## src/rtl/axis_to_fifo.sv

```systemverilog
// axis_to_fifo: write-side packer for the pcap-replay FIFO path.
// Each packet is written as one header word holding TUSER, followed by the
// data beats with a strobe bit interleaved after every byte. A packet ends on
// the first word whose strobes are not all ones. If the last beat has all
// strobes set, an all-zero terminator word is written after it.
//
// Ports:
//   axi_aclk, axi_aresetn   clock, asynchronous active-low reset
//   sw_rst                  synchronous soft reset (active high)
//   s_axis_*                AXI4-Stream slave (tdata/tstrb/tuser/tvalid/tready/tlast)
//   fifo_wr_en, fifo_din    FIFO write port (combinational, zero latency)
//   fifo_full               FIFO full; blocks all writes
//   pkt_count               packets fully written, wraps
//   err_count               malformed beats (short strobe without tlast), saturates
module axis_to_fifo #(
    parameter int unsigned C_S_AXIS_DATA_WIDTH  = 256,
    parameter int unsigned C_S_AXIS_TUSER_WIDTH = 128
) (
    input  logic                                 axi_aclk,
    input  logic                                 axi_aresetn,
    input  logic                                 sw_rst,
    input  logic [C_S_AXIS_DATA_WIDTH-1:0]       s_axis_tdata,
    input  logic [C_S_AXIS_DATA_WIDTH/8-1:0]     s_axis_tstrb,
    input  logic [C_S_AXIS_TUSER_WIDTH-1:0]      s_axis_tuser,
    input  logic                                 s_axis_tvalid,
    output logic                                 s_axis_tready,
    input  logic                                 s_axis_tlast,
    output logic                                 fifo_wr_en,
    output logic [C_S_AXIS_DATA_WIDTH*9/8-1:0]   fifo_din,
    input  logic                                 fifo_full,
    output logic [31:0]                          pkt_count,
    output logic [15:0]                          err_count
);

    localparam int unsigned DW              = C_S_AXIS_DATA_WIDTH;
    localparam int unsigned SW              = C_S_AXIS_DATA_WIDTH / 8;
    localparam int unsigned FIFO_DATA_WIDTH = C_S_AXIS_DATA_WIDTH * 9 / 8;
    localparam logic [SW-1:0] STRB_ONES     = '1;
    localparam logic [15:0]   ERR_MAX       = 16'hFFFF;

    typedef enum logic [1:0] {
        WR_HDR  = 2'd0,
        WR_PKT  = 2'd1,
        WR_TERM = 2'd2
    } state_t;

    state_t r_state;
    state_t w_state_nxt;
    logic   w_run;
    logic   w_full_strb;
    logic   w_pkt_inc;
    logic   w_err_inc;

    // Interleave one strobe bit above each data byte.
    function automatic logic [FIFO_DATA_WIDTH-1:0] pack_word(
        input logic [DW-1:0] data,
        input logic [SW-1:0] strb
    );
        logic [FIFO_DATA_WIDTH-1:0] word;
        word = '0;
        for (int i = 0; i < int'(SW); i++) begin
            word[9*i +: 8] = data[8*i +: 8];
            word[9*i + 8]  = strb[i];
        end
        return word;
    endfunction

    // Both resets gate the write strobe and ready immediately.
    assign w_run       = axi_aresetn & ~sw_rst;
    assign w_full_strb = (s_axis_tstrb == STRB_ONES);

    // Next-state and combinational write-port outputs.
    always_comb begin
        w_state_nxt   = r_state;
        fifo_wr_en    = 1'b0;
        s_axis_tready = 1'b0;
        fifo_din      = '0;
        w_pkt_inc     = 1'b0;
        w_err_inc     = 1'b0;
        if (w_run) begin
            case (r_state)
                WR_HDR: begin
                    // Header is written without consuming the beat.
                    if (s_axis_tvalid && !fifo_full) begin
                        fifo_wr_en  = 1'b1;
                        fifo_din    = pack_word(DW'(s_axis_tuser), STRB_ONES);
                        w_state_nxt = WR_PKT;
                    end
                end
                WR_PKT: begin
                    s_axis_tready = ~fifo_full;
                    if (s_axis_tvalid && !fifo_full) begin
                        fifo_wr_en = 1'b1;
                        if (s_axis_tlast) begin
                            fifo_din = pack_word(s_axis_tdata, s_axis_tstrb);
                            if (w_full_strb) begin
                                w_state_nxt = WR_TERM;
                            end else begin
                                w_pkt_inc   = 1'b1;
                                w_state_nxt = WR_HDR;
                            end
                        end else if (!w_full_strb) begin
                            // Short strobe mid-packet would end it early at the reader.
                            fifo_din  = pack_word(s_axis_tdata, STRB_ONES);
                            w_err_inc = 1'b1;
                        end else begin
                            fifo_din = pack_word(s_axis_tdata, s_axis_tstrb);
                        end
                    end
                end
                WR_TERM: begin
                    if (!fifo_full) begin
                        fifo_wr_en  = 1'b1;
                        w_pkt_inc   = 1'b1;
                        w_state_nxt = WR_HDR;
                    end
                end
                default: begin
                    w_state_nxt = WR_HDR;
                end
            endcase
        end
    end

    // State and counters.
    always_ff @(posedge axi_aclk or negedge axi_aresetn) begin
        if (!axi_aresetn) begin
            r_state   <= WR_HDR;
            pkt_count <= 32'd0;
            err_count <= 16'd0;
        end else if (sw_rst) begin
            r_state   <= WR_HDR;
            pkt_count <= 32'd0;
            err_count <= 16'd0;
        end else begin
            r_state <= w_state_nxt;
            if (w_pkt_inc) begin
                pkt_count <= pkt_count + 32'd1;
            end
            if (w_err_inc && (err_count != ERR_MAX)) begin
                err_count <= err_count + 16'd1;
            end
        end
    end

endmodule
```

## config.mk

```make
export PLATFORM = sky130hd
export DESIGN_NAME = axis_to_fifo
export DESIGN_NICKNAME = d
export VERILOG_FILES = /design/src/rtl/axis_to_fifo.sv
export SDC_FILE = /design/constraint.sdc
export NUM_CORES = 1
export LEC_CHECK = 0
export ABC_CLOCK_PERIOD_IN_PS = 5800
export CORE_AREA = 2 2 299 301
export DETAILED_ROUTE_END_ITERATION = 8
export DIE_AREA = 0 0 301 303
export GPL_TIMING_DRIVEN = 0
export PLACE_DENSITY_LB_ADDON = 0.2
export SETUP_SLACK_MARGIN = 0.3
export SLEW_MARGIN = 20
export SYNTH_ARGS = -nofsm -noshare
export SYNTH_HDL_FRONTEND = slang
export SYNTH_SLANG_ARGS = --single-unit
```

## constraint.sdc

```tcl
create_clock -name axi_aclk -period 5.8 [get_ports axi_aclk]
set_input_delay 1.16 -clock axi_aclk [delete_from_list [all_inputs] [get_ports axi_aclk]]
set_output_delay 1.16 -clock axi_aclk [all_outputs]
set_load 0.01 [all_outputs]
```

# Word level (Yosys, flattened, before mapping)
# Index checks and enable logic that the tools add are counted.
# Widths: inputs -> output; s select.
# word_totals
input_bits	422
romBits	0
register_bits	50
latchBits	0
word_cells	58
memories	0
ram_bits	0
# classes
reduce_logical	9
magnitude_cmp	0
n_eq_ne	8
addsub	2
shift	0
n_bitwise	3
multipliers	0
div_mod_pow	0
muxes	33
# ops
op	n
$mux 288	5
$pmux 288 s2	1
$mux 32	2
$add 32x1->32 const B	1
$eq 32x32->1 const B	1
$mux 16	2
$add 16x1->16 const B	1
$ne 16x16->1 const B	1
$mux 2	7
$mux 1	13
$ne 3x3->1 const B	4
$pmux 2 s3	1
$reduce_bool 2->1	3
$reduce_and 5->1	1
$pmux 1 s2	2
$eq 2x1->1 const B	1
$eq 2x2->1 const B	1
$logic_and 1x1->1	2
$logic_not 2->1	1
$not 1->1	2
$reduce_or 2->1	1
$and 1x1->1	1
$logic_not 1->1	1

# Longest topological paths before layout
# Gate-level depths: netlist (run 1).
# logic_depth
depth_word	9
ltp_mapped	9
mapped_depth_nobuf	7

# Worst setup path after synthesis (run 1)
# Ideal clock, no wire load.
# synth_timing
path_type	input-to-output
from	input s_axis_tstrb[30]
to	output fifo_din[107]
arrival_ps	2598
path_stages	7
slack_ps	2042
path_cell_list	nand4_1 -> or4_1 -> buf_2 -> o211ai_1 -> a21oi_1 -> clkbuf_1 -> a21o_1
# synth_between
elab_chain_cells	6
# synth_lines
element	line_no	source
start, declared	23	input logic [C_S_AXIS_DATA_WIDTH/8-1:0] s_axis_tstrb,
$eq 32x32->1	70	assign w_full_strb = (s_axis_tstrb == STRB_ONES);
$mux 288	102	end else if (!w_full_strb) begin
$mux 288	94	if (s_axis_tlast) begin
$mux 288	92	if (s_axis_tvalid && !fifo_full) begin
$pmux 288 s2	81	case (r_state)
$mux 288	80	if (w_run) begin
end, declared	29	output logic [C_S_AXIS_DATA_WIDTH*9/8-1:0] fifo_din,
# Every way passes these cells.

# Worst setup path in the final report (run 1)
# layout_timing
from	input fifo_full
to	output fifo_din[90]
# layout_between
elab_chain_cells	5
word_cells_on_any_way	6
# layout_lines
element	line_no	source
start, declared	30	input logic fifo_full,
$logic_not 1->1 (*)	n/a	
$logic_and 1x1->1 (*)	84, 92	
$mux 288, on equally long branches	92, 84	
$pmux 288 s2 (*)	81	
$mux 288 (*)	80	
# Mark *: on every way between the ends. The rest lies on a longest branch, timed or not.

==> flow_summary_export.csv, run 1 <==
group,metric,value,unit
status,status,"completed",
layout,area_delta_synth_final,158,%
yosys,synth_top_cell_area_share,21.2,%
timing,worst_pin_slew,0.722,ns
grt,antenna_found_initial,51,
layout,multi_input_area,0.00431,mm^2
setup_path,r2r_slack,3.16,ns
die,dieArea,0.0912,mm^2
die,core,0.0880,mm^2
yosys,ys_warn_count,0,
route,drtIter0Drc,578,
route,avgRoutedWirePerCell,25.7,um
grt,grt_max_degree,34,
setup_path,r2r_end,"pkt_count[22]",
pwr,power_density,83.4,mW/mm^2
yosys,syn_nets,1251,
setup_path,slowest_stage,"clkdlybuf4s50_1",
setup_path,cp-end-kind,"primary output",
route,vias_per_cell,3.49,
pwr,internal-power,0.000887,W
clock_tree,cts_max_level,2,
placement,place_ws,-1.05,ns
clock_tree,clk_pin_slew,0.08,ns
setup_path,critPathArrivalTime,4.09,ns
setup_path,cp_max_fo,10,
timing,setup_ws,0.553,ns
yosys,synth_seq_cells,50,
yosys,synth-edff-count,0,
timing,fin_crit_sh,90.5,%
yosys,syn_inst,823,
pwr,switching_share,30.2,%
timing,relSlewSlack,51.6,%
pwr,ir_drop,0.000136,V
setup_path,crit_buf_inv,4,
placement,io_buffers,758,
clock_tree,cts_sinks,50,
clock_tree,clock_latency,0.32,ns
worst_hold_path,hold_depth,1,
setup_path,rr_worst_depth,7,
die,die_h,303,um
clock_tree,cts_tree,"done",
placement,gp_congestion,0.902,
pwr,total_power,0.00127,W
die,start_util,6.72,%
worst_hold_path,whs_endpoint,"pkt_count[23]",
pwr,p_seq_share,27.5,%
grt,grt_pass1_wl,90.2,mm
setup_path,cp_common_cell,"clkdlybuf4s50_1",
layout,drive_gt1_share,4.59,%
route,firstDrtPassIters,5,
clock_tree,cts_buffers,5,
yosys,synth.largest_area_cell,"dfrtp_1",
layout,final_nets,2017,
pwr,pwr-share-clk,29.0,%
clock_tree,clockBufferDepth,2,
pwr,power_frac_comb,43.5,%
route,drt-total-wl,71.3,mm
grt,grt_usage,14.6,%
route,route.detailed.drc,0,
route,ant_nets,0,
placement,hpwl,64.2,mm
setup_path,reg2reg_from,"pkt_count[0]",
timing,fin_skew,0.00585,ns
yosys,syn_area,0.00591,mm^2
die,rows,109,
setup_path,crit_type,"input pin to primary output",
yosys,ys.flop_type,"dfrtp_1",
route,via_count,9660,
setup_path,path_cells,"clkdlybuf4s50_1 > nor2b_1 > and2_1 > clkbuf_4 > clkbuf_1 > a22oi_1 > nor2_1 > clkdlybuf4s50_1",
yosys,synth-seq-area-share,21.2,%
yosys,synth_cell_types,53,
timing,rsz0062_at_grt,"yes",
timing,timing.final.hold_violations,0,
pwr,p_leak,5.46,nW
layout,utilization,17.3,%
die,io_pins,760,
setup_path,worst_setup_path_start_kind,"input pin",
layout,final-seq-area,0.00125,mm^2
yosys,async_reset_ff_share,100,%
layout,fillers,9962,
setup_path,required,4.64,ns
timing,fin_hold_ws,0.523,ns
timing,fin_crit,5.25,ns
die,die_w,301,um
clock_tree,cts_hold_buf,0,
worst_hold_path,min_path_type,"register to register",
setup_path,critPathTopFamily,"buffers and inverters",
clock_tree,cts_root_buf,"clkbuf_16",
setup_path,cpPeakStageDelay,0.61,ns
yosys,ys_top_cells_by_area,"dfrtp_1 (21%), a22oi_1 (16%), and2_1 (14%)",
timing,fmax,191,MHz
grt,overflow,0,
pwr,p_sw,0.000384,W
job,drv_cap,0,
layout,fin_cells,2770,
timing,drv_slew,0,
grt,grt_pass1_vias,9947,
yosys,syn_area_per_cell,7.18,um^2
setup_path,startpoint,"fifo_full",
timing,setup_viol,0,
worst_hold_path,worst_hold_startpoint,"pkt_count[23]",
placement,dp.cells,2747,
==> per-stage QoR <==
step | instance area [um^2] | setup TNS (ns)
2_1_floorplan | 5910 | 0
3_3_place_gp | 15000 | -418.90
3_5_place_dp | 15000 | -9.64
4_1_cts | 15200 | 0
5_1_grt | 15200 | 0
6_report | 15200 | 0
==> cell usage after synthesis (14+ instances only) <==
library cell	number
a22oi_1	129
dfrtp_1	50
mux2i_1	18
nand3_1	16
a21oi_1	29
clkbuf_1	66
nand4_1	18
and2_1	133
a21o_1	32
nand2_1	33
nor2b_1	14
nor2_1	151
==> registers in the layout (all words and copies together), names as in the netlist <==
signal / flops
err_count: 16
pkt_count: 32
r_state: 2
==> power groups by stage <==
stage	clock [W]	sequential [W]	combinational, W
after floorplan	0	0.000356	0.000108
after global placement	0	0.000356	0.000554
after detailed placement	0	0.000356	0.000556
after CTS	0.000381	0.000349	0.000559
after global routing	0.000391	0.000349	0.000588
final	0.000369	0.000349	0.000552
==> per-layer routing <==
| layer | up-vias | routed length, um | GRT usage, % |
|---|---|---|---|
| li1 | 4502 | - | - |
| met1 | 4541 | 27400 | 16.4 |
| met2 | 491 | 33800 | 24.6 |
| met3 | 90 | 8590 | 7.48 |
| met4 | 36 | 1290 | 3.29 |
| met5 | - | 237 | 0 |
==> cell type report <==
type | count | area share, %
inverters | 10 | 0.246
well taps | 1165 | 9.57
plain buffers | 82 | 2.44
diodes | 15 | 0.246
flip-flops and latches | 50 | 8.21
clock inverters | 3 | 0.287
clock buffers | 5 | 0.821
multi-input cells | 681 | 28.3
repair buffers | 759 | 49.9
==> placed cells by master (no fill, tap or decap), drive strengths merged, types with 6 or more instances in the layout <==
| cell type | n |
|---|---|
| a21oi | 32 |
| a21o | 32 |
| and3 | 10 |
| nor2 | 152 |
| ha | 6 |
| or3 | 6 |
| nand2 | 33 |
| o31ai | 8 |
| mux2 | 13 |
| nand3 | 16 |
| dlygate4sd2 | 8 |
| inv | 10 |
| or4 | 10 |
| o21ai | 12 |
| nand4 | 18 |
| a22oi | 129 |
| mux2i | 18 |
| diode | 15 |
| dfrtp | 50 |
| buf | 18 |
| clkbuf | 71 |
| clkdlybuf4s50 | 749 |
| o211ai | 8 |
| nor2b | 14 |
| and2 | 133 |
==> worst max path at each step <==
stage	end	slack (ns)	cells past startpoint
final	fifo_din[90]	0.55	8
after global routing	fifo_din[68]	0.26	8
after CTS	fifo_din[68]	0.24	8
after detailed placement	fifo_din[68]	-1.05	8
after global placement	fifo_din[161]	-2.49	7
after floorplan	fifo_din[107]	2.04	7
==> worst reg2reg max path, cell delays in order (launching register included) <==
cell      delay (ns)
dfrtp_1         0.47
ha_1            0.23
and4_1          0.19
clkbuf_1        0.32
nor4b_4         0.38
nand3_1         0.32
a21boi_1        0.26
mux2_2          0.35
==> repair_timing <==
item / in CTS / in global routing
pin swaps: 0 / 0
resized for setup: 23 / 17
endpoints found under the setup margin: 125 / 19
buffers inserted: 0 / 0
==> logic make-up (layout without fill, tap and decap cells) <==
logic type	Yosys count	after routing	synth area share, %
compound gates	235	235	29.1
fa+ha+maj	6	6	1.27
buf+inv	92	859	6.39
flops	50	50	21.2
mux	31	31	5.71
other cells	0	15	0
simple gates	409	409	36.4
(Power assumes the default switching activity.)
==> run 2, diff against run 1 <==
Settings changed: PLACE_DENSITY set to 0.3, PLACE_DENSITY_LB_ADDON 0.2 to not set.
==> flow_summary_export.csv, run 2 (synthesis gave the netlist of run 1 again) <==
group,metric,value,unit
timing,rsz0062_at_grt,"no",
die,io_pins,760,
grt,grt_usage,15.7,%
setup_path,reg2reg_from,"pkt_count[0]",
clock_tree,cts_sinks,50,
route,vias_per_cell,3.59,
timing,fin_crit,5.43,ns
route,firstDrtPassIters,5,
setup_path,cp_max_fo,10,
route,drtIter0Drc,587,
setup_path,critPathTopFamily,"buffers and inverters",
setup_path,cpPeakStageDelay,0.65,ns
layout,fin_cells,2771,
setup_path,critPathArrivalTime,4.27,ns
timing,drv_slew,0,
route,via_count,9939,
die,start_util,6.72,%
setup_path,cp-end-kind,"primary output",
clock_tree,cts_buffers,5,
grt,grt_pass1_wl,96.2,mm
route,route.detailed.drc,0,
status,status,"completed",
grt,overflow,0,
worst_hold_path,whs_endpoint,"pkt_count[23]",
setup_path,rr_worst_depth,7,
job,drv_cap,0,
pwr,power_density,81.5,mW/mm^2
clock_tree,cts_setup_buffers,0,
layout,final_nets,2017,
timing,fin_crit_sh,93.6,%
clock_tree,clk_pin_slew,0.07,ns
setup_path,startpoint,"s_axis_tstrb[13]",
timing,fin_skew,0.00872,ns
setup_path,path_cells,"clkdlybuf4s50_1 > nand4_1 > or4_4 > buf_2 > o211ai_1 > a21oi_2 > clkbuf_2 > a21o_1 > clkdlybuf4s50_1",
placement,io_buffers,758,
worst_hold_path,hold_depth,1,
die,rows,109,
pwr,ir_drop,0.0000912,V
layout,largest_reg_flops,32,
setup_path,cp_common_cell,"clkdlybuf4s50_1",
timing,worst_pin_slew,1.01,ns
route,drt-total-wl,75.8,mm
layout,final_cell_mix,"clkdlybuf4s50_1 (757), nor2_1 (151), and2_1 (133)",
setup_path,required,4.64,ns
grt,antenna_found_initial,71,
layout,area_delta_synth_final,157,%
die,die_w,301,um
timing,timing.final.hold_violations,0,
setup_path,crit_buf_inv,4,
setup_path,crit_type,"input pin to primary output",
grt,grt_pass1_vias,10163,
die,dieArea,0.0912,mm^2
pwr,p_leak,5.42,nW
setup_path,worst_setup_path_start_kind,"input pin",
placement,gp_congestion,0.859,
grt,grt_max_degree,34,
layout,reg_top3,"pkt_count x32, err_count x16, r_state x2",
clock_tree,cts_root_buf,"clkbuf_16",
clock_tree,clockBufferDepth,2,
timing,fmax,184,MHz
route,avgRoutedWirePerCell,27.3,um
timing,relSlewSlack,32.5,%
timing,setup_tns,0,ns
setup_path,r2r_end,"pkt_count[22]",
die,die_h,303,um
setup_path,r2r_slack,3.16,ns
layout,drive_gt1_share,4.15,%
setup_path,slowest_stage,"or4_4",
layout,final_common_cell,"clkdlybuf4s50_1",
die,core,0.0880,mm^2
placement,dp.cells,2747,
worst_hold_path,worst_hold_startpoint,"pkt_count[23]",
placement,hpwl,68.6,mm
worst_hold_path,min_path_type,"register to register",
layout,fin_area,0.0152,mm^2
placement,place_area,0.0150,mm^2
clock_tree,clock_latency,0.31,ns
pwr,total_power,0.00124,W
layout,fillers,9993,
layout,largest_register,"pkt_count",
timing,setup_ws,0.372,ns
route,ant_nets,0,
clock_tree,cts_hold_buf,0,
clock_tree,cts_max_level,2,
timing,setup_viol,0,
placement,place_ws,-0.550,ns
clock_tree,cts_tree,"done",
[run 2: cell types whose count changed in the layout (fill, tap and decap cells not counted), sizes merged]
cell | previous run | this run
clkdlybuf4s50 | 749 | 757
dlygate4sd2 | 8 | 0
clkbuf | 71 | 72
clkinv | 2 | 1
clkinvlp | 0 | 1
diode | 15 | 16
inv | 10 | 9
[run 2: worst register-to-register path: stages, from the launching register on]
cell	delay (ns)
dfrtp_1	0.46
ha_1	0.23
and4_1	0.20
clkbuf_1	0.26
nor4b_4	0.41
o2111ai_2	0.34
a21boi_1	0.27
mux2_2	0.35
[run 2: what timing repair did]
action | in CTS | in global routing
pin swaps | 0 | 0
setup endpoints to repair | 156 | 24
endpoints found under the hold margin | 0 | 0
gates resized for setup | 14 | 11
[run 2: per-layer routing]
metal	track usage [%]	up-vias	wire length (um)	part of all wire, %
li1	-	4500	-	-
met1	16.9	4761	27700	37
met2	29.1	556	38900	51
met3	5.84	102	7580	10
met4	3.06	20	1380	1.8
met5	0	-	124	0.16
[run 2: cell type report]
cell class                 instances  area, um^2  share of cell area [%]
timing repair buffer             759        7600                    50.0
multi-input combinational        681        4290                    28.2
tap                             1165        1460                    9.58
sequential                        50        1250                    8.22
buffer                            82         373                    2.45
clock buffer                       6         129                   0.847
antenna                           16        40.0                   0.263
clock inverter                     2        37.5                   0.247
inverter                          10        37.5                   0.247
[run 2: power by group]
group / leakage [nW] / total [W] / switching [W] / internal [W]
clock: 0.0772 / 0.000354 / 0.000150 / 0.000205
sequential: 0.699 / 0.000349 / 0.000000675 / 0.000349
combinational: 4.64 / 0.000537 / 0.000204 / 0.000333
total: 5.42 / 0.00124 / 0.000355 / 0.000886
[run 2: through the flow]
step | hold slack [ns] | utilization, %
after global routing | 0.536 | 17.3
after floorplan | 0.526 | -
after detailed placement | 0.494 | 17.0
after global placement | 0.501 | 17.0
final | 0.503 | 17.3
after CTS | 0.509 | 17.3
[run 2: how the worst max path moves through the flow]
stage / cells after the start / slack [ns] / endpoint
after floorplan: 7 / 2.04 / fifo_din[107]
after global placement: 7 / -2.85 / fifo_din[53]
after detailed placement: 9 / -0.55 / fifo_din[152]
after CTS: 9 / 0.30 / fifo_din[152]
after global routing: 9 / 0.31 / fifo_din[71]
final: 9 / 0.37 / fifo_din[53]
==> run 3, diff against run 2 <==
Settings changed: CTS_CLUSTER_DIAMETER set to 100.
==> results of run 3 <==
The final DEF is identical to that of run 2; final timing and power are the same.
